$ cat src/rtl/alu_pipe.sv
// Two-stage pipelined integer ALU with valid/ready on both sides and a pass-through tag.
// Optional macro ALU_SAT_EN enables signed saturating SADD (10) and SSUB (11).
module alu_pipe #(
  parameter int WIDTH = 16,
  parameter int TAG_W = 4
) (
  input  logic             clk,
  input  logic             rst_n,
  input  logic             in_valid,
  output logic             in_ready,
  input  logic [3:0]       in_op,
  input  logic [WIDTH-1:0] in_a,
  input  logic [WIDTH-1:0] in_b,
  input  logic [TAG_W-1:0] in_tag,
  output logic             out_valid,
  input  logic             out_ready,
  output logic [WIDTH-1:0] out_y,
  output logic             out_z,
  output logic             out_n,
  output logic             out_c,
  output logic             out_v,
  output logic             out_err,
  output logic [TAG_W-1:0] out_tag
);
  localparam int SHW    = $clog2(WIDTH);
  localparam int STAGES = 2;
  localparam int MSB    = WIDTH - 1;

  typedef struct packed {
    logic [3:0]       op;
    logic [WIDTH-1:0] a;
    logic [WIDTH-1:0] b;
    logic [TAG_W-1:0] tag;
  } req_t;

  typedef struct packed {
    logic [WIDTH-1:0] y;
    logic             z;
    logic             n;
    logic             c;
    logic             v;
    logic             err;
    logic [TAG_W-1:0] tag;
  } rsp_t;

  logic [STAGES:1] vld_pipe_q, vld_pipe_d;
  req_t            req_q, req_d;
  rsp_t            rsp_q, rsp_d, rsp_calc;
  logic            stall;
  logic [WIDTH:0]  r;
  logic [SHW-1:0]  sh;
  logic [WIDTH-1:0] y_c;
  logic            c_c, v_c, err_c;

  // A blocked output freezes every stage; in_ready depends only on flops and out_ready.
  assign stall    = vld_pipe_q[STAGES] && !out_ready;
  assign in_ready = !stall;

  always_comb begin
    vld_pipe_d = vld_pipe_q;
    req_d      = req_q;
    rsp_d      = rsp_q;
    if (!stall) begin
      vld_pipe_d = {vld_pipe_q[1], in_valid};
      if (in_valid)      req_d = '{op: in_op, a: in_a, b: in_b, tag: in_tag};
      if (vld_pipe_q[1]) rsp_d = rsp_calc;
    end
  end

  // Execute stage: r is the WIDTH+1-bit intermediate; shifts borrow its extra bit for carry-out.
  always_comb begin
    sh    = req_q.b[SHW-1:0];
    r     = '0;
    y_c   = '0;
    c_c   = 1'b0;
    v_c   = 1'b0;
    err_c = 1'b0;
    case (req_q.op)
      4'd0: begin
        r   = {1'b0, req_q.a} + {1'b0, req_q.b};
        y_c = r[MSB:0];
        c_c = r[WIDTH];
        v_c = (req_q.a[MSB] == req_q.b[MSB]) && (y_c[MSB] != req_q.a[MSB]);
      end
      4'd1: begin
        r   = {1'b0, req_q.a} - {1'b0, req_q.b};
        y_c = r[MSB:0];
        c_c = r[WIDTH];
        v_c = (req_q.a[MSB] != req_q.b[MSB]) && (y_c[MSB] != req_q.a[MSB]);
      end
      4'd2: y_c = req_q.a & req_q.b;
      4'd3: y_c = req_q.a | req_q.b;
      4'd4: y_c = req_q.a ^ req_q.b;
      4'd5: begin
        r   = {1'b0, req_q.a} << sh;
        y_c = r[MSB:0];
        c_c = r[WIDTH];
      end
      4'd6: begin
        r   = {req_q.a, 1'b0} >> sh;
        y_c = r[WIDTH:1];
        c_c = r[0];
      end
      4'd7: begin
        r   = $signed({req_q.a, 1'b0}) >>> sh;
        y_c = r[WIDTH:1];
        c_c = r[0];
      end
      4'd8: y_c = {{(WIDTH-1){1'b0}}, $signed(req_q.a) < $signed(req_q.b)};
      4'd9: y_c = {{(WIDTH-1){1'b0}}, req_q.a < req_q.b};
`ifdef ALU_SAT_EN
      4'd10: begin
        r   = {1'b0, req_q.a} + {1'b0, req_q.b};
        v_c = (req_q.a[MSB] == req_q.b[MSB]) && (r[MSB] != req_q.a[MSB]);
        y_c = !v_c ? r[MSB:0] :
              req_q.a[MSB] ? {1'b1, {(WIDTH-1){1'b0}}} : {1'b0, {(WIDTH-1){1'b1}}};
      end
      4'd11: begin
        r   = {1'b0, req_q.a} - {1'b0, req_q.b};
        v_c = (req_q.a[MSB] != req_q.b[MSB]) && (r[MSB] != req_q.a[MSB]);
        y_c = !v_c ? r[MSB:0] :
              req_q.a[MSB] ? {1'b1, {(WIDTH-1){1'b0}}} : {1'b0, {(WIDTH-1){1'b1}}};
      end
`endif
      default: err_c = 1'b1;
    endcase
    rsp_calc = '{y: y_c, z: (y_c == '0), n: y_c[MSB], c: c_c, v: v_c,
                 err: err_c, tag: req_q.tag};
  end

  always_ff @(posedge clk or negedge rst_n) begin
    if (!rst_n) begin
      vld_pipe_q <= '0;
      req_q      <= '0;
      rsp_q      <= '0;
      rsp_q.z    <= 1'b1;
    end else begin
      vld_pipe_q <= vld_pipe_d;
      req_q      <= req_d;
      rsp_q      <= rsp_d;
    end
  end

  assign out_valid = vld_pipe_q[STAGES];
  assign out_y     = rsp_q.y;
  assign out_z     = rsp_q.z;
  assign out_n     = rsp_q.n;
  assign out_c     = rsp_q.c;
  assign out_v     = rsp_q.v;
  assign out_err   = rsp_q.err;
  assign out_tag   = rsp_q.tag;
endmodule

$ cat config.mk
export PLATFORM = sky130hd
export DESIGN_NAME = alu_pipe
export DESIGN_NICKNAME = d
export VERILOG_FILES = /design/src/rtl/alu_pipe.sv
export SDC_FILE = /design/constraint.sdc
export NUM_CORES = 1
export LEC_CHECK = 0
export ABC_AREA = 1
export BUFFER_PORTS_ARGS = -buffer_cell sky130_fd_sc_hd__buf_2
export CAP_MARGIN = 20
export CORE_ASPECT_RATIO = 0.7
export CORE_MARGIN = 10
export CORE_UTILIZATION = 60
export CTS_CLUSTER_DIAMETER = 150
export DETAILED_ROUTE_END_ITERATION = 12
export PLACE_DENSITY = 0.89
export SYNTH_ARGS = -nofsm -noshare
export SYNTH_HDL_FRONTEND = slang
export SYNTH_SLANG_ARGS = --single-unit
$ cat constraint.sdc
create_clock -name clk -period 2.9 [get_ports clk]
set_input_delay 0.58 -clock clk [delete_from_list [all_inputs] [get_ports clk]]
set_output_delay 0.58 -clock clk [all_outputs]
set_load 0.01 [all_outputs]
==> results of run 1 <==
==> where the power goes <==
group / internal [mW] / switching [mW] / total, mW
combinational: 0.915 / 1.95 / 2.86
sequential: 1.13 / 0.180 / 1.31
clock: 0.672 / 0.474 / 1.15
==> critical path, stage by stage (launching register included) <==
cell and delay, ns:
dfrtp_1 0.47, inv_1 0.11, ha_1 0.42, nand2_1 0.08
inv_1 0.15, nand4_1 0.24, nand2_1 0.20, nand2_1 0.07
nand3_1 0.07, nand2_1 0.06, nor2_1 0.11, buf_4 0.16
nand2_1 0.13, nor2_1 0.12, nand3_1 0.10, nor2_1 0.12
nand3_1 0.07, nand2_1 0.06
==> routing by layer <==
layer | track usage (%) | vias to the layer above | part of all wire (%)
met3 | 6.39 | 70 | 14
met5 | 0 | - | 0
met1 | 43.6 | 3547 | 43
li1 | - | 3711 | -
met4 | 10.0 | 0 | 3.2
met2 | 44.2 | 583 | 39
==> area by class of cell <==
type | count | area [µm²] | share of cell area [%]
multi-input cells | 892 | 4440 | 58.8
flip-flops and latches | 66 | 1660 | 21.9
repair buffers | 95 | 563 | 7.46
inverters | 107 | 402 | 5.32
clock buffers | 9 | 225 | 2.98
well taps | 153 | 191 | 2.54
clock inverters | 7 | 76.3 | 1.01
==> cell families (layout without fill, tap and decap cells) <==
kind of cell               count (synthesis)  in the layout
buffers and inverters                    154            218
adders and majority gates                 52             52
muxes                                      3              3
AOI/OAI and AO/OA                        130            130
xor gates and xnor gates                   4              4
DFF                                       66             66
and+or+nand+nor                          703            703
==> how the worst max path moves through the flow <==
stage | endpoint | cells after the start
floorplan | out_z | 17
global placement | out_z | 14
detailed placement | out_z | 14
CTS | out_z | 14
global route | out_z | 17
finish | out_z | 17
==> timing repair <==
item / 4_1_cts / 5_1_grt
hold buffers: 0 / 0
setup buffers: 0 / 1
endpoints found under the setup margin: 0 / 2
resized for setup: 0 / 7
==> through the flow <==
stage,power [mW],cells,hold WS [ns],setup slack [ns]
after floorplan,3.20,1112,0.284,0.430
after global placement,4.02,1312,0.449,0.0797
after detailed placement,4.06,1312,0.454,0.117
after CTS,5.20,1328,0.254,0.0925
after global routing,5.67,1329,0.279,-0.0135
final,5.32,1329,0.251,0.118
==> sequential cells by signal, indices dropped and copies added, names as in the netlist <==
signal and cells:
req_q 40, out_v 1, out_z 1, out_tag 4
vld_pipe_q 2, out_y 16, out_err 1, out_c 1
==> layout by cell type, fill, tap and decap left out, types with 4 or more instances in the layout <==
cell / count
nand2_1: 350
inv_1: 100
nor2_2: 6
buf_2: 70
o21a_1: 4
buf_4: 23
inv_2: 6
nor2_1: 145
nand4_1: 8
xor2_1: 4
ha_1: 47
dfrtp_1: 62
o21ai_0: 28
nand3_1: 162
o211ai_1: 5
o21bai_1: 6
clkbuf_16: 9
nand3b_1: 6
nor3_1: 14
a21oi_1: 71
==> cells in the mapped netlist, types with 3 or more instances <==
cell / number
buf_2: 21
o21bai_1: 6
inv_1: 100
nand4_1: 8
inv_2: 6
nor2_2: 6
mux2_2: 3
o221ai_1: 3
nor3_1: 14
xor2_1: 4
buf_1: 4
o21a_1: 4
nand2_1: 352
buf_4: 6
dfrtp_1: 65
nand3b_1: 6
nor2_1: 145
clkbuf_1: 15
o21ai_0: 28
nand3_1: 162
ha_1: 50
a21oi_1: 71
o211ai_1: 5
==> results.tsv, run 1 <==
stage	metric	value	unit
min_path	min_path_type	in -> async	
timing	slew_viol_final	0	
global_routing	grt_pass1_vias	7316	
timing	worst_slew_pin_slew	0.821	ns
global_routing	grt_first_pass_wirelength	38.9	mm
synthesis	synthesis.area	0.00671	mm²
timing	fin_crit_sh	95.9	%
setup_path	reg2regPathDepth	17	
synthesis	synth_warnings	0	
floorplan	die_y	108	µm
timing	fin_setup_tns	0	ns
setup_path	worstPathRequired	3.19	ns
power_and_ir_drop	p_leak	4.13	nW
cells_and_area	fin_util	68.8	%
floorplan	io_pins	71	
timing	fmax	0.359	GHz
drt	vias	7911	
drt	drt_first_pass_iters	13	
synthesis	synth.distinct_cells	44	
cells_and_area	syn_to_final_growth	12.5	%
setup_path	worstSetupStartpoint	req_q[23]	
synthesis	async_flop_share	100	%
synthesis	ys_seq_area_share	24.6	%
synthesis	synth_top_family_by_area	simple AND/OR/NAND/NOR gates	
clock_tree	cts_root_buffer	clkbuf_16	
power_and_ir_drop	p_per_area	705	mW/mm²
drt	drc_errors	0	
clock_tree	htree_levels	3	
drt	first_iter_violations	1146	
setup_path	r2r_start	req_q[23]	
placement	hpwl	19.3	mm
clock_tree	cts.clk_slew.worst_paths	0.06	ns
placement	routabilityCongestion	1.08	
cells_and_area	fin_nets	1267	
drt	drt_wl_total	24.4	mm
drt	wl_per_cell	18.3	µm
synthesis	yosysTopAreaCellShare	24.2	%
timing	period_needed	2.78	ns
floorplan	die-area	0.0159	mm²
floorplan	start_util	61.2	%
setup_path	crit_type	reg -> reg	
cells_and_area	nFillCells	1044	
global_routing	antenna_found_initial	0	
floorplan	core_area	0.0110	mm²
clock_tree	cts_buffer_depth	2	
setup_path	crit_path_end_kind	flop	
setup_path	crit_arrival	3.07	ns
outcome	status	finished clean	
clock_tree	clock-sinks	66	
setup_path	cp_max_fo	7	
job	max-cap-violations	0	
synthesis	synth_simple_gate_area_share	44.1	%
clock_tree	clk_latency	0.35	ns
synthesis	synth_flop_cell	dfrtp_1	
drt	ant_nets	0	
synthesis	synth_xor_area_share	0.522	%
global_routing	track_usage	30.3	%
floorplan	die_w	146	µm
synthesis	synthTopCellsByArea	dfrtp_1 24%, nand2_1 20%, nand3_1 12%, ha_1 9.3%, nor2_1 8.1%	
cells_and_area	stdcell_area	0.00755	mm²
timing	finalHoldViolCount	0	
synthesis	synth_fa_ha_area_share	9.92	%
clock_tree	cts_tree	done	
setup_path	regToRegSetupSlack	0.12	ns
setup_path	r2r_end	out_z	
power_and_ir_drop	vdd_drop_max	427	µV
global_routing	overflow	0	
synthesis	synth_top_area_cell	dfrtp_1	
cells_and_area	n_antenna_cell	0	
synthesis	ys_seq_elements	66	
floorplan	rows	32	
placement	postPlaceCellArea	0.00723	mm²
clock_tree	numCtsBuffers	9	
synthesis	synth-compound-area-share	10.9	%
synthesis	synth-edff-count	0	
placement	io_buffers	70	
global_routing	grt_max_degree	62	
setup_path	startpoint_type	flop	
timing	finalSetupViolations	0	
synthesis	synth_nets	1208	
synthesis	syn_area_per_cell	6.04	µm²
timing	fin_skew	0.00784	ns
cells_and_area	drive_gt1_share	12.0	%
synthesis	synthCells	1112	
synthesis	synth_mux_area_share	0.503	%
drt	avgViaCountPerCell	5.95	
timing	relSlewSlack	45.2	%
Note: power is estimated with default switching activity, not from simulation.
==> run 2, diff against run 1 <==
--- a/config.mk
+++ b/config.mk
@@ -8,12 +8,14 @@
 export ABC_AREA = 1
 export BUFFER_PORTS_ARGS = -buffer_cell sky130_fd_sc_hd__buf_2
 export CAP_MARGIN = 20
+export CELL_PAD_IN_SITES_DETAIL_PLACEMENT = 1
+export CELL_PAD_IN_SITES_GLOBAL_PLACEMENT = 1
 export CORE_ASPECT_RATIO = 0.7
 export CORE_MARGIN = 10
-export CORE_UTILIZATION = 60
+export CORE_UTILIZATION = 42
 export CTS_CLUSTER_DIAMETER = 150
 export DETAILED_ROUTE_END_ITERATION = 12
-export PLACE_DENSITY = 0.89
+export PLACE_DENSITY = 0.9
 export SYNTH_ARGS = -nofsm -noshare
 export SYNTH_HDL_FRONTEND = slang
 export SYNTH_SLANG_ARGS = --single-unit
==> run 2 against run 1 <==
  * Clock-buffer cell count unchanged
  * Combinational power increased by 7.3%
  * Clock skew increased by 0.0017 ns
  * Global-route usage decreased by 2.7 points
  * First-iteration DRC count decreased by 12%
  * Worst hold slack improved by 0.013 ns
  * Largest power group unchanged
  * Routed wire length increased by 22%
  * Highest routed layer unchanged
  * Clock power increased by 10%
  * Critical path depth decreased by 3
  * Final cell count increased by 4.2%
==> results.tsv, run 2 (synthesis results as in run 1) <==
stage	metric	value	unit
clock_tree	clock-sinks	66	
floorplan	core_area	0.0156	mm²
cells_and_area	drive_gt1_share	12.6	%
setup_path	worstPathRequired	3.19	ns
placement	routabilityCongestion	1.02	
clock_tree	cts_buffer_depth	2	
floorplan	die-area	0.0215	mm²
global_routing	antenna_found_initial	0	
outcome	status	finished clean	
drt	vias	8052	
min_path	min_path_type	in -> async	
cells_and_area	final_cell_mix	349 x nand2_1, 162 x nand3_1, 144 x nor2_1	
clock_tree	clk_latency	0.36	ns
timing	finalHoldViolCount	0	
cells_and_area	multiInputGateArea	0.00444	mm²
clock_tree	cts.clk_slew.worst_paths	0.07	ns
global_routing	grt_pass1_vias	8169	
setup_path	cp_top_family	simple AND/OR/NAND/NOR gates	
power_and_ir_drop	p_leak	4.20	nW
cells_and_area	final_common_cell	nand2_1	
global_routing	grt_max_degree	42	
global_routing	track_usage	27.6	%
clock_tree	cts_root_buffer	clkbuf_16	
timing	fmax	0.357	GHz
cells_and_area	ff_latch_area	0.00165	mm²
drt	drt_first_pass_iters	7	
cells_and_area	nFillCells	2154	
cells_and_area	largest_reg_flops	40	
floorplan	rows	38	
drt	drt_wl_total	29.8	mm
drt	wl_per_cell	21.5	µm
setup_path	crit_path_end_kind	flop	
drt	dr_wl_met3	2.57	mm
global_routing	grt_first_pass_wirelength	47.1	mm
job	max-cap-violations	0	
timing	relSlewSlack	40.5	%
timing	period_needed	2.80	ns
drt	first_iter_violations	1008	
cells_and_area	fin_nets	1276	
setup_path	crit_arrival	3.09	ns
setup_path	cpPeakStageDelay	0.46	ns
cells_and_area	fin_util	49.4	%
floorplan	die_y	126	µm
clock_tree	htree_levels	3	
floorplan	io_pins	71	
floorplan	die_w	171	µm
cells_and_area	stdcell_count	1385	
cells_and_area	syn_to_final_growth	14.8	%
setup_path	cp_max_fo	5	
timing	finalSetupViolations	0	
setup_path	critical_path.cell_chain	ha_1 > inv_1 > fa_1 > xor2_1 > nor2_1 > nor3_1 > nand3b_1 > nor2_1 > nand2_1 > nor2_1 > nand3_1 > nor2_1 > nand3_1 > nand2_1	
cells_and_area	max_flop_register	req_q	
setup_path	cp.buffers_inverters	1	
power_and_ir_drop	vdd_drop_max	383	µV
timing	fin_crit_sh	96.6	%
drt	wl_met1	14.0	mm
clock_tree	cts_tree	done	
setup_path	reg2regPathDepth	14	
timing	worst_slew_pin_slew	0.892	ns
clock_tree	cts_hold_buf	0	
drt	ant_nets	0	
setup_path	startpoint_type	flop	
setup_path	crit_type	reg -> reg	
drt	top_layer_used	met4	
setup_path	slowest_stage	fa_1	
setup_path	regToRegSetupSlack	0.1	ns
placement	io_buffers	70	
timing	slew_viol_final	0	
placement	hpwl	23.6	mm
setup_path	r2r_end	out_z	
cells_and_area	n_antenna_cell	0	
timing	fin_skew	0.00956	ns
floorplan	start_util	43.0	%
setup_path	path_common_cell	nor2_1	
global_routing	overflow	0	
placement	dp.cells	1368	
clock_tree	numCtsBuffers	9	
drt	wl_met2	12.6	mm
drt	drc_errors	0	
drt	avgViaCountPerCell	5.81	
power_and_ir_drop	p_per_area	733	mW/mm²
setup_path	r2r_start	req_q[20]	
[run 2: cell count changes in the layout (fill, tap and decap cells not counted), sizes merged]
cell	previous run	this run
bufinv	1	2
clkinvlp	2	1
buf	95	104
[run 2: final cells by class]
| cell class | count | area share [%] |
|---|---|---|
| Clock inverter | 7 | 1.30 |
| Multi-Input combinational cell | 892 | 57.6 |
| Timing Repair Buffer | 104 | 8.18 |
| Clock buffer | 9 | 2.92 |
| Sequential cell | 66 | 21.5 |
| Tap cell | 200 | 3.25 |
| Inverter | 107 | 5.26 |
[run 2: through the flow]
stage | setup TNS, ns | hold WS (ns) | power [mW] | setup WS [ns] | instance area (µm²)
3_3_place_gp | 0 | 0.449 | 4.13 | 0.296 | 7350
6_report | 0 | 0.264 | 5.65 | 0.0993 | 7700
4_1_cts | 0 | 0.275 | 5.54 | 0.168 | 7680
2_1_floorplan | 0 | 0.284 | 3.20 | 0.430 | 6710
5_1_grt | -0.0630 | 0.299 | 6.02 | -0.0630 | 7700
3_5_place_dp | 0 | 0.464 | 4.24 | 0.205 | 7350
[run 2: layer usage]
layer	global-route usage [%]	vias to the layer above
li1	-	3722
met1	39.4	3916
met2	41.5	368
met3	5.15	46
met4	7.45	0
met5	0	-
[run 2: worst register-to-register path: stages (launching register included)]
cell,delay [ns]
dfrtp_1,0.45
ha_1,0.26
inv_1,0.10
fa_1,0.46
xor2_1,0.22
nor2_1,0.07
nor3_1,0.13
nand3b_1,0.14
nor2_1,0.18
nand2_1,0.15
nor2_1,0.16
nand3_1,0.16
nor2_1,0.12
nand3_1,0.07
nand2_1,0.07
[run 2: power breakdown]
| part | switching, mW | internal, mW | leakage, nW |
|---|---|---|---|
| clock | 0.504 | 0.762 | 0.160 |
| sequential | 0.180 | 1.13 | 0.772 |
| combinational | 2.13 | 0.944 | 3.27 |
| total | 2.81 | 2.84 | 4.20 |
[run 2: repair_timing]
action,CTS,global route
setup buffers,0,1
resized for setup,0,7
setup endpoints to repair,0,1
[run 2: worst max-delay path by stage]
stage | startpoint | endpoint | cells after the start
final | req_q[20] | out_z | 14
after global routing | req_q[27] | out_z | 16
after CTS | req_q[20] | out_z | 13
after detailed placement | req_q[20] | out_z | 13
after global placement | req_q[23] | out_z | 15
after floorplan | req_q[7] | out_z | 17
==> run 3, diff against run 2 <==
--- a/config.mk
+++ b/config.mk
@@ -12,10 +12,11 @@
 export CELL_PAD_IN_SITES_GLOBAL_PLACEMENT = 1
 export CORE_ASPECT_RATIO = 0.7
 export CORE_MARGIN = 10
-export CORE_UTILIZATION = 42
+export CORE_UTILIZATION = 43
+export CTS_BUF_LIST = sky130_fd_sc_hd__clkbuf_8
 export CTS_CLUSTER_DIAMETER = 150
 export DETAILED_ROUTE_END_ITERATION = 12
-export PLACE_DENSITY = 0.9
+export PLACE_DENSITY = 0.91
 export SYNTH_ARGS = -nofsm -noshare
 export SYNTH_HDL_FRONTEND = slang
 export SYNTH_SLANG_ARGS = --single-unit
==> run 3 against run 2 <==
  * Critical path depth is 4 higher
  * Sequential cell count unchanged
  * Via count rose by 0.20%
  * Final cell count is 0.29% higher
  * First-iteration DRC count shrank 17%
  * Utilization fell by 0.12 points
  * Worst hold slack is essentially flat
  * Clock power is 38% lower
  * Routed wire length shrank 1.8%
==> results.tsv, run 3 (synthesis results as in run 1) <==
stage	metric	value	unit
timing	fin_setup_tns	0	ns
global_routing	track_usage	27.3	%
placement	routabilityCongestion	1.02	
timing	period_needed	2.76	ns
cells_and_area	ff_latch_area	0.00166	mm²
cells_and_area	drive_gt1_share	12.6	%
job	max-cap-violations	0	
timing	finalSetupViolations	0	
setup_path	cp_max_fo	4	
floorplan	core_area	0.0154	mm²
floorplan	die_w	169	µm
clock_tree	numCtsBuffers	9	
clock_tree	clock-sinks	66	
placement	hpwl	23.8	mm
cells_and_area	final_common_cell	nand2_1	
setup_path	critical_path.cell_chain	inv_1 > ha_1 > fa_1 > inv_1 > nand2_1 > nand2_2 > nand3_1 > nand2_1 > nand2_1 > nand2_1 > nand2_1 > nand3_1 > o21ai_1 > nor2_1 > nand2_1 > nor2_1 > nand3_1 > nand2_1	
floorplan	die_y	125	µm
floorplan	start_util	43.6	%
global_routing	grt_max_degree	37	
power_and_ir_drop	p_per_area	681	mW/mm²
timing	slew_viol_final	0	
setup_path	crit_arrival	3.10	ns
setup_path	startpoint_type	flop	
cells_and_area	max_flop_register	req_q	
cells_and_area	n_antenna_cell	0	
timing	fmax	0.362	GHz
clock_tree	cts.clk_slew.worst_paths	0.10	ns
setup_path	crit_path_end_kind	flop	
cells_and_area	largest_reg_flops	40	
clock_tree	cts_hold_buf	0	
floorplan	die-area	0.0211	mm²
drt	first_iter_violations	839	
drt	ant_nets	0	
timing	rsz0062_at_grt	no	
outcome	status	finished clean	
drt	drc_errors	0	
setup_path	slowest_stage	fa_1	
timing	worst_slew_pin_slew	0.845	ns
floorplan	rows	38	
power_and_ir_drop	power	5.17	mW
setup_path	crit_type	reg -> reg	
cells_and_area	final_cell_mix	350 x nand2_1, 162 x nand3_1, 145 x nor2_1	
cells_and_area	fin_util	49.3	%
drt	wl_per_cell	21.1	µm
floorplan	io_pins	71	
timing	fin_crit_sh	95.2	%
drt	avgViaCountPerCell	5.81	
placement	io_buffers	70	
clock_tree	clk_latency	0.39	ns
setup_path	cpPeakStageDelay	0.42	ns
timing	fin_skew	0.0151	ns
global_routing	overflow	0	
clock_tree	cts_tree	done	
drt	drt_wl_total	29.3	mm
cells_and_area	fin_nets	1280	
timing	finalHoldViolCount	0	
global_routing	antenna_found_initial	0	
power_and_ir_drop	p_leak	4.15	nW
drt	drt_first_pass_iters	6	
cells_and_area	nFillCells	2185	
timing	relSlewSlack	43.6	%
setup_path	worstPathRequired	3.24	ns
clock_tree	htree_levels	3	
cells_and_area	multiInputGateArea	0.00443	mm²
global_routing	grt_pass1_vias	8236	
clock_tree	cts_buffer_depth	2	
cells_and_area	syn_to_final_growth	13.1	%
min_path	min_path_type	in -> async	
drt	vias	8068	
clock_tree	cts_root_buffer	clkbuf_8	
global_routing	grt_first_pass_wirelength	46.3	mm
setup_path	path_common_cell	nand2_1	
power_and_ir_drop	vdd_drop_max	332	µV
[run 3: cell count changes in the layout (fill, tap and decap cells not counted), sizes merged]
cell / before / now
buf: 104 / 108
clkinv: 3 / 2
bufinv: 2 / 0
inv: 108 / 110
clkinvlp: 1 / 2
[run 3: layout make-up]
cell class	count	share of cell area (%)
sequential	66	21.8
multi-input combinational	892	58.3
clock buffer	9	1.63
tap	200	3.30
timing repair buffer	108	8.87
clock inverter	7	0.775
inverter	107	5.29
[run 3: worst paths after layout]
check / slack [ns] / end / cells after the start / start
min reg2reg: 0.49 / out_y[8] / 2 / out_y[8]
min in group clk: 0.42 / req_q[1] / 2 / in_tag[1]
max in group asynchronous: 1.91 / out_z / 2 / rst_n
min: 0.26 / req_q[15] / 1 / rst_n
max: 0.14 / out_z / 18 / req_q[20]
max reg2reg: 0.14 / out_z / 18 / req_q[20]
[run 3: worst max-delay path: cells and delay by family (launching register included)]
kind | cells | cell delay [ns]
AND/OR/NAND/NOR | 13 | 1.29
adder cells (fa/ha/maj) | 2 | 0.66
flip-flops | 1 | 0.40
buffers and inverters | 2 | 0.19
AO/OA/AOI/OAI | 1 | 0.15
[run 3: metrics by stage]
step	hold slack (ns)	setup WS (ns)	cell area, µm²	cells
2_1_floorplan	0.284	0.430	6710	1112
3_3_place_gp	0.451	0.222	7380	1372
3_5_place_dp	0.465	-0.0674	7380	1372
4_1_cts	0.291	0.0788	7570	1388
5_1_grt	0.319	0.00108	7590	1389
6_report	0.264	0.141	7590	1389
[run 3: timing repair]
action / 4_1_cts / 5_1_grt
setup buffers: 0 / 1
pin swaps: 1 / 0
gates resized for setup: 2 / 3
endpoints found under the setup margin: 2 / 2
cloned: 0 / 0
[run 3: routing by layer]
layer	global-route usage [%]	wire, µm
met1	38.3	13300
met5	0	0
met3	4.92	2490
met2	41.6	12800
met4	7.85	662
[run 3: power breakdown]
group          internal, mW  switching, mW  leakage [nW]  total (mW)
clock                 0.324          0.470        0.0872       0.793
combinational         0.960           2.11          3.29        3.07
sequential             1.13          0.177         0.770        1.31
total                  2.41           2.76          4.15        5.17
